===== config.mk =====
export PLATFORM = sky130hd
export DESIGN_NAME = lsu
export DESIGN_NICKNAME = d
export VERILOG_FILES = /design/src/rtl/lsu.sv
export SDC_FILE = /design/constraint.sdc
export NUM_CORES = 1
export LEC_CHECK = 0
export ABC_AREA = 1
export BUFFER_PORTS_ARGS = -buffer_cell sky130_fd_sc_hd__buf_2
export CORE_MARGIN = 2
export CORE_UTILIZATION = 40
export DETAILED_ROUTE_END_ITERATION = 7
export HOLD_SLACK_MARGIN = 0.05
export PLACE_DENSITY_LB_ADDON = 0.3
export SLEW_MARGIN = 20
export SYNTH_ARGS = -nofsm -noshare
export SYNTH_HDL_FRONTEND = slang
export SYNTH_SLANG_ARGS = --single-unit

===== constraint.sdc =====
create_clock -name clk -period 1.5 [get_ports clk]
set_input_delay 0.3 -clock clk [delete_from_list [all_inputs] [get_ports clk]]
set_output_delay 0.3 -clock clk [all_outputs]
set_load 0.03 [all_outputs]

===== src/rtl/lsu.sv =====
// Load/store unit: one req/gnt/rvalid data-memory transaction at a time, with
// misalignment detection, lane steering and load extension. Define LSU_TIMEOUT_EN for a bus watchdog.
module lsu #(
  parameter int DATA_WIDTH     = 32,
  parameter int TIMEOUT_CYCLES = 16
) (
  input  logic                  clk,
  input  logic                  rst_n,
  input  logic                  valid_i,
  output logic                  ready_o,
  input  logic                  we_i,
  input  logic [1:0]            size_i,
  input  logic                  sign_ext_i,
  input  logic [DATA_WIDTH-1:0] addr_i,
  input  logic [DATA_WIDTH-1:0] wdata_i,
  output logic                  data_req_o,
  input  logic                  data_gnt_i,
  output logic [DATA_WIDTH-1:0] data_addr_o,
  output logic                  data_we_o,
  output logic [3:0]            data_be_o,
  output logic [DATA_WIDTH-1:0] data_wdata_o,
  input  logic                  data_rvalid_i,
  input  logic [DATA_WIDTH-1:0] data_rdata_i,
  output logic                  done_o,
  output logic [DATA_WIDTH-1:0] rdata_o,
  output logic                  err_o
);

  typedef enum logic [1:0] {IDLE, REQ, WAIT} state_t;

  state_t     state;
  logic       we_q;
  logic       sign_ext_q;
  logic [1:0] size_q;
  logic [1:0] off_q;

`ifdef LSU_TIMEOUT_EN
  localparam int CNT_W = $clog2(TIMEOUT_CYCLES + 1);
  logic [CNT_W-1:0] cnt;
  logic             cnt_expired;
  assign cnt_expired = (cnt == CNT_W'(TIMEOUT_CYCLES - 1));
`else
  // Watchdog limit is only meaningful with the timeout build.
  logic [31:0] unused_timeout;
  assign unused_timeout = 32'(TIMEOUT_CYCLES);
`endif

  function automatic logic misaligned(input logic [1:0] size, input logic [1:0] off);
    case (size)
      2'b00:   misaligned = 1'b0;
      2'b01:   misaligned = off[0];
      2'b10:   misaligned = |off;
      default: misaligned = 1'b1;
    endcase
  endfunction

  function automatic logic [3:0] byte_enables(input logic [1:0] size, input logic [1:0] off);
    case (size)
      2'b00:   byte_enables = 4'b0001 << off;
      2'b01:   byte_enables = 4'b0011 << off;
      default: byte_enables = 4'b1111;
    endcase
  endfunction

  function automatic logic [DATA_WIDTH-1:0] replicate(input logic [1:0] size,
                                                      input logic [DATA_WIDTH-1:0] wd);
    case (size)
      2'b00:   replicate = {4{wd[7:0]}};
      2'b01:   replicate = {2{wd[15:0]}};
      default: replicate = wd;
    endcase
  endfunction

  function automatic logic [DATA_WIDTH-1:0] extend_load(input logic [1:0] size,
                                                        input logic sx,
                                                        input logic [1:0] off,
                                                        input logic [DATA_WIDTH-1:0] rd);
    logic [7:0]  b;
    logic [15:0] h;
    case (off)
      2'd0:    b = rd[7:0];
      2'd1:    b = rd[15:8];
      2'd2:    b = rd[23:16];
      default: b = rd[31:24];
    endcase
    h = off[1] ? rd[31:16] : rd[15:0];
    case (size)
      2'b00:   extend_load = {{(DATA_WIDTH-8){sx & b[7]}}, b};
      2'b01:   extend_load = {{(DATA_WIDTH-16){sx & h[15]}}, h};
      default: extend_load = rd;
    endcase
  endfunction

  always_ff @(posedge clk) begin
    if (!rst_n) begin
      state        <= IDLE;
      ready_o      <= 1'b1;
      data_req_o   <= 1'b0;
      data_addr_o  <= '0;
      data_we_o    <= 1'b0;
      data_be_o    <= 4'b0000;
      data_wdata_o <= '0;
      done_o       <= 1'b0;
      err_o        <= 1'b0;
      rdata_o      <= '0;
      we_q         <= 1'b0;
      sign_ext_q   <= 1'b0;
      size_q       <= 2'b00;
      off_q        <= 2'b00;
`ifdef LSU_TIMEOUT_EN
      cnt          <= '0;
`endif
    end else begin
      done_o <= 1'b0;
      err_o  <= 1'b0;
      case (state)
        IDLE: begin
          if (valid_i) begin
            we_q       <= we_i;
            sign_ext_q <= sign_ext_i;
            size_q     <= size_i;
            off_q      <= addr_i[1:0];
            if (misaligned(size_i, addr_i[1:0])) begin
              // Rejected without touching the bus; LSU stays ready.
              err_o <= 1'b1;
            end else begin
              state        <= REQ;
              ready_o      <= 1'b0;
              data_req_o   <= 1'b1;
              data_addr_o  <= {addr_i[DATA_WIDTH-1:2], 2'b00};
              data_we_o    <= we_i;
              data_be_o    <= byte_enables(size_i, addr_i[1:0]);
              data_wdata_o <= replicate(size_i, wdata_i);
`ifdef LSU_TIMEOUT_EN
              cnt          <= '0;
`endif
            end
          end
        end
        REQ: begin
          if (data_gnt_i) begin
            state      <= WAIT;
            data_req_o <= 1'b0;
`ifdef LSU_TIMEOUT_EN
            cnt        <= '0;
          end else if (cnt_expired) begin
            state      <= IDLE;
            data_req_o <= 1'b0;
            ready_o    <= 1'b1;
            err_o      <= 1'b1;
          end else begin
            cnt <= cnt + CNT_W'(1);
`endif
          end
        end
        WAIT: begin
          if (data_rvalid_i) begin
            state   <= IDLE;
            ready_o <= 1'b1;
            done_o  <= 1'b1;
            if (!we_q) rdata_o <= extend_load(size_q, sign_ext_q, off_q, data_rdata_i);
`ifdef LSU_TIMEOUT_EN
          end else if (cnt_expired) begin
            state   <= IDLE;
            ready_o <= 1'b1;
            err_o   <= 1'b1;
          end else begin
            cnt <= cnt + CNT_W'(1);
`endif
          end
        end
        default: begin
          state      <= IDLE;
          ready_o    <= 1'b1;
          data_req_o <= 1'b0;
        end
      endcase
    end
  end

endmodule


Yosys cells after proc, flatten, opt, wreduce, memory -nomap -nowiden:

Index checks and enable logic that the tools add are counted.

* register bits after elaboration: 111
* input bits: 105
* word-level logic and storage cells: 74

* equality and inequality tests: 11
* shift operators: 2
* multiplexer cells: 28
* bitwise operators: 6
* reduce and logical (&&, ||, !) cells: 13

Operators with widths (number)
* 32-bit one-hot mux with 2 select lines: 2
* 8-bit two-way mux: 4
* 8-bit one-hot mux with 3 select lines: 1
* 16-bit two-way mux: 1
* 4-bit AND reduction: 3
* 1-bit two-way mux: 11
* 1-bit one-hot mux with 3 select lines: 3
* 3-bit AND reduction: 3
* 2-bit by 1-bit == test with 1-bit output (second input constant): 4
* 2-bit zero test: 4
* 2-bit two-way mux: 4
* 2-bit != test (second input constant): 4
* 4-bit one-hot mux with 2 select lines: 1
* 2-bit == test (second input constant): 3
* 2-bit one-hot mux with 3 select lines: 1
* 1-bit NOT: 4
* 2-bit AND reduction: 2
* 1-bit by 2-bit left shift with 4-bit output (first input constant): 1
* 2-bit by 2-bit left shift with 4-bit output (first input constant): 1
* 1-bit bitwise AND: 2
* 2-bit OR reduction: 1

Depth between registers and ports, before layout:

* word-level depth: 8
* mapped depth: 9
* mapped depth without buffers: 8

Least setup slack after synthesis:

No wires, ideal clock.

* path kind: register -> register
* start: register state[1]
* end: register data_addr_o[10]
* data arrival time: 1.175 ns
* data required time: 1.387 ns
* setup slack: 0.212 ns
* stages on the path, launching flop included: 9
* path through: dfxtp_1 nor2_4 nand2_4 inv_2 nand2_2 buf_6 buf_6 o21ai_1 nor2_1

* cells in the longest elaborated chain, start to end: 2

RTL lines
* start: declaration: line 31 `state_t state;`
* start signal: assignment: line 96 `state <= IDLE;`
* start signal: assignment: line 127 `state <= REQ;`
* start signal: assignment: line 142 `state <= WAIT;`
* 2-bit zero test: line 116 `case (state)`
* 3-bit AND reduction (no line)
* end signal: assignment: line 130 `data_addr_o <= {addr_i[DATA_WIDTH-1:2], 2'b00};`
* end: declaration: line 18 `output logic [DATA_WIDTH-1:0] data_addr_o,`

Every way passes these cells.
A chain may end at the register's enable or synchronous reset.

Worst setup path after layout:

* start: register state[1]
* end: register data_addr_o[23]

The elaborated chain is that of the path after synthesis.

==> run_results.csv <==
group,metric,value,unit
routing,finalWirelength,14.7,mm
pwr,power_density,1200,nW/um2
global_route,grt_start_max_net_pins,63,
floorplan,coreArea,12200,um2
floorplan,rows,40,
routing,wl_per_cell,13.1,um
floorplan,num_io_pins,210,
finish,antenna_cells,0,
pwr,p_leak,3.44,nW
worst_setup_path,timing.rr.start,"state[1]",
worst_setup_path,cp_data_required_time,1.74,ns
finish,areaGrowthSynthToFinish,31.3,%
place,place_inst,1109,
pwr,p_seq_frac,0.425,
clock_tree,cts_buffers,9,
timing,max_freq,722,MHz
clock_tree,cts_max_path_buffers,2,
clock_tree,tritoncts,"done",
global_route,gr-usage-all-layers,0.218,
pwr,p_int,5.28,mW
timing,fin_crit,1.38,ns
global_route,grt_overflow,0,
synthesis,synth_cells,752,
floorplan,die_h,116,um
worst_setup_path,worstSetupPathDepth,7,
global_route,antenna_found_initial,0,
clock_tree,clk_pin_slew,0.07,ns
finish,drive_above_1_share,0.268,
worst_setup_path,worst-path-max-fanout,62,
routing,ant_nets,0,
worst_setup_path,ff2ff_setup_slack,0.12,ns
routing,drt_iter0_drc,439,
floorplan,initial_core_util,0.413,
synthesis,ys_seq_area_frac,0.442,
place,place_congestion,0.897,
synthesis,avgSynthCellArea,6.68,um2
clock_tree,cts_max_level,3,
floorplan,fp.dieW,116,um
worst_setup_path,path_class,"reg2reg",
global_route,grt_pass1_wl,23.2,mm
worst_hold_path,hold_path.class,"in2reg",
synthesis,synth_seq_cells,111,
timing,maxSlewViolCount,0,
finish,nets,1057,
outcome,status,"finished, final reports clean",
global_route,grt_pass1_vias,4801,
floorplan,die_area,13500,um2
clock_tree,cts_setup_buffers,0,
pwr,vdd_drop_max,0.570,mV
clock_tree,cts_root_buf,"clkbuf_16",
routing,drt-pass1-iter-count,5,
worst_setup_path,critical_path.startpoint,"state[1]",
routing,vias_per_cell,4.81,
worst_setup_path,slowest_delay,0.35,ns
timing,holdWs,0.179,ns
worst_setup_path,worst_r2r_path_depth,7,
routing,vias,5407,
routing,drc_errors,0,
timing,grt_setup_unrepaired,"true",
worst_setup_path,cp-endpoint,"data_addr_o[23]",
place,dp_hpwl,10.7,mm
worst_setup_path,crit_slowest_cell,"dfxtp_1",
pwr,p_switching,2.65,mW
worst_setup_path,arrival,1.63,ns
worst_setup_path,worst_setup_path_end_kind,"register",
timing,tns,0,ns
worst_setup_path,path_cells,"nor2_4 -> nand2_4 -> inv_2 -> nand2_2 -> buf_12 -> o21ai_0 -> nor2_1",
timing,finalSetupViolCount,0,
flow_run,max_cap_violations,0,
pwr,swShare,0.334,
finish,stdcell_count,1125,
timing,hold_viol,0,
timing,fin_skew,0.0107,ns
synthesis,synth_cell_types,27,
worst_setup_path,reg2reg_to,"data_addr_o[23]",
synthesis,yosys_warnings,0,
worst_setup_path,startpoint_type,"register",
pwr,power.share.clock,0.309,
clock_tree,clk_latency,0.35,ns
timing,period_share,0.923,
synthesis,syn-cell-area,5030,um2
worst_setup_path,crit_buf_inv,2,
clock_tree,cts_sinks,111,
pwr,combPwrFrac,0.266,
place,io_buffers,207,
worst_setup_path,critical-path-top-delay-family,"simple AND/OR/NAND/NOR gates",
tightest hold or removal path, delay by kind of cell:
family                 cells  cell delay (ns)
buffers and inverters      1             0.07
and+or+nand+nor            1             0.07
AOI/OAI and AO/OA          1             0.05
stage by stage:
step | area [um2] | power (mW) | util | setup WS (ns)
final | 6600 | 7.92 | 0.543 | 0.116
after global routing | 6600 | 8.36 | 0.543 | -0.0226
after CTS | 6600 | 7.99 | 0.543 | 0.0947
after detailed placement | 6300 | 5.54 | 0.518 | 0.0500
after global placement | 6300 | 5.52 | 0.518 | 0.0526
after floorplan | 5030 | 4.85 | - | 0.212
worst min-delay path by stage:
stage | from | end | slack, ns | cells after the start
6_report | addr_i[4] | data_addr_o[4] | 0.18 | 3
5_1_grt | addr_i[6] | data_addr_o[6] | 0.17 | 3
4_1_cts | addr_i[10] | data_addr_o[10] | 0.17 | 3
3_5_place_dp | ready_o | ready_o | 0.45 | 2
3_3_place_gp | ready_o | ready_o | 0.45 | 2
2_1_floorplan | data_rvalid_i | done_o | 0.44 | 2
power by group through the flow:
stage	clock network [mW]	registers, mW	logic [mW]
6_report	2.45	3.37	2.11
5_1_grt	2.63	3.40	2.33
4_1_cts	2.51	3.37	2.11
3_5_place_dp	0	3.43	2.10
3_3_place_gp	0	3.43	2.09
2_1_floorplan	0	3.92	0.922
cell type report:
class	count	area, um2
timing repair buffer	236	1320
sequential	111	2220
multi-input combinational	544	2360
fill	1254	5560
clock inverter	4	53.8
inverter	50	188
clock buffer	12	246
tap	168	210
synthesized netlist by cell type, drive strengths merged:
| cell type | instances | share of area |
|---|---|---|
| clkbuf | 21 | 0.016 |
| nor2 | 187 | 0.14 |
| a21oi | 52 | 0.054 |
| clkinv | 1 | 0.00075 |
| o21a | 1 | 0.0015 |
| nand2 | 151 | 0.11 |
| inv | 49 | 0.037 |
| o21bai | 3 | 0.0045 |
| o21ai | 107 | 0.11 |
| o211ai | 8 | 0.012 |
| dfxtp | 111 | 0.44 |
| nand3 | 24 | 0.025 |
| buf | 27 | 0.035 |
| nor3 | 8 | 0.0080 |
| conb | 1 | 0.00075 |
| nand3b | 1 | 0.0015 |
cell usage in the layout, fill, tap and decap left out, types with 5 or more instances in the layout:
cell,n
buf_2,207
nor2_1,186
nand2_1,149
dfxtp_1,111
o21ai_0,81
a21oi_1,51
inv_1,48
o21ai_1,26
buf_4,24
nand3_1,23
clkbuf_16,9
nor3_1,8
o211ai_1,8
buf_12,5
registers in the layout, summed over array words and instances (netlist names):
name          cells
data_addr_o      30
data_be_o         4
data_req_o        1
data_wdata_o     32
data_we_o         1
done_o            1
err_o             1
off_q             2
rdata_o          32
ready_o           1
sign_ext_q        1
size_q            2
state             2
we_q              1
cells by family after synthesis:
kind of cell / synth area share
flops: 0.442
simple gates: 0.290
compound gates: 0.178
other cells: 0.000746
buf+inv: 0.0884
per-layer routing:
metal,share of wire,track usage,vias up
li1,-,-,2801
met1,0.47,0.296,2405
met2,0.45,0.340,175
met3,0.060,0.0410,26
met4,0.025,0.0960,0
met5,0,0,-
repair_timing:
action,in CTS,in global routing
hold buffers,0,0
setup endpoints to repair,0,10
gates resized for setup,0,6
Note: power is estimated with default switching activity, not from simulation.
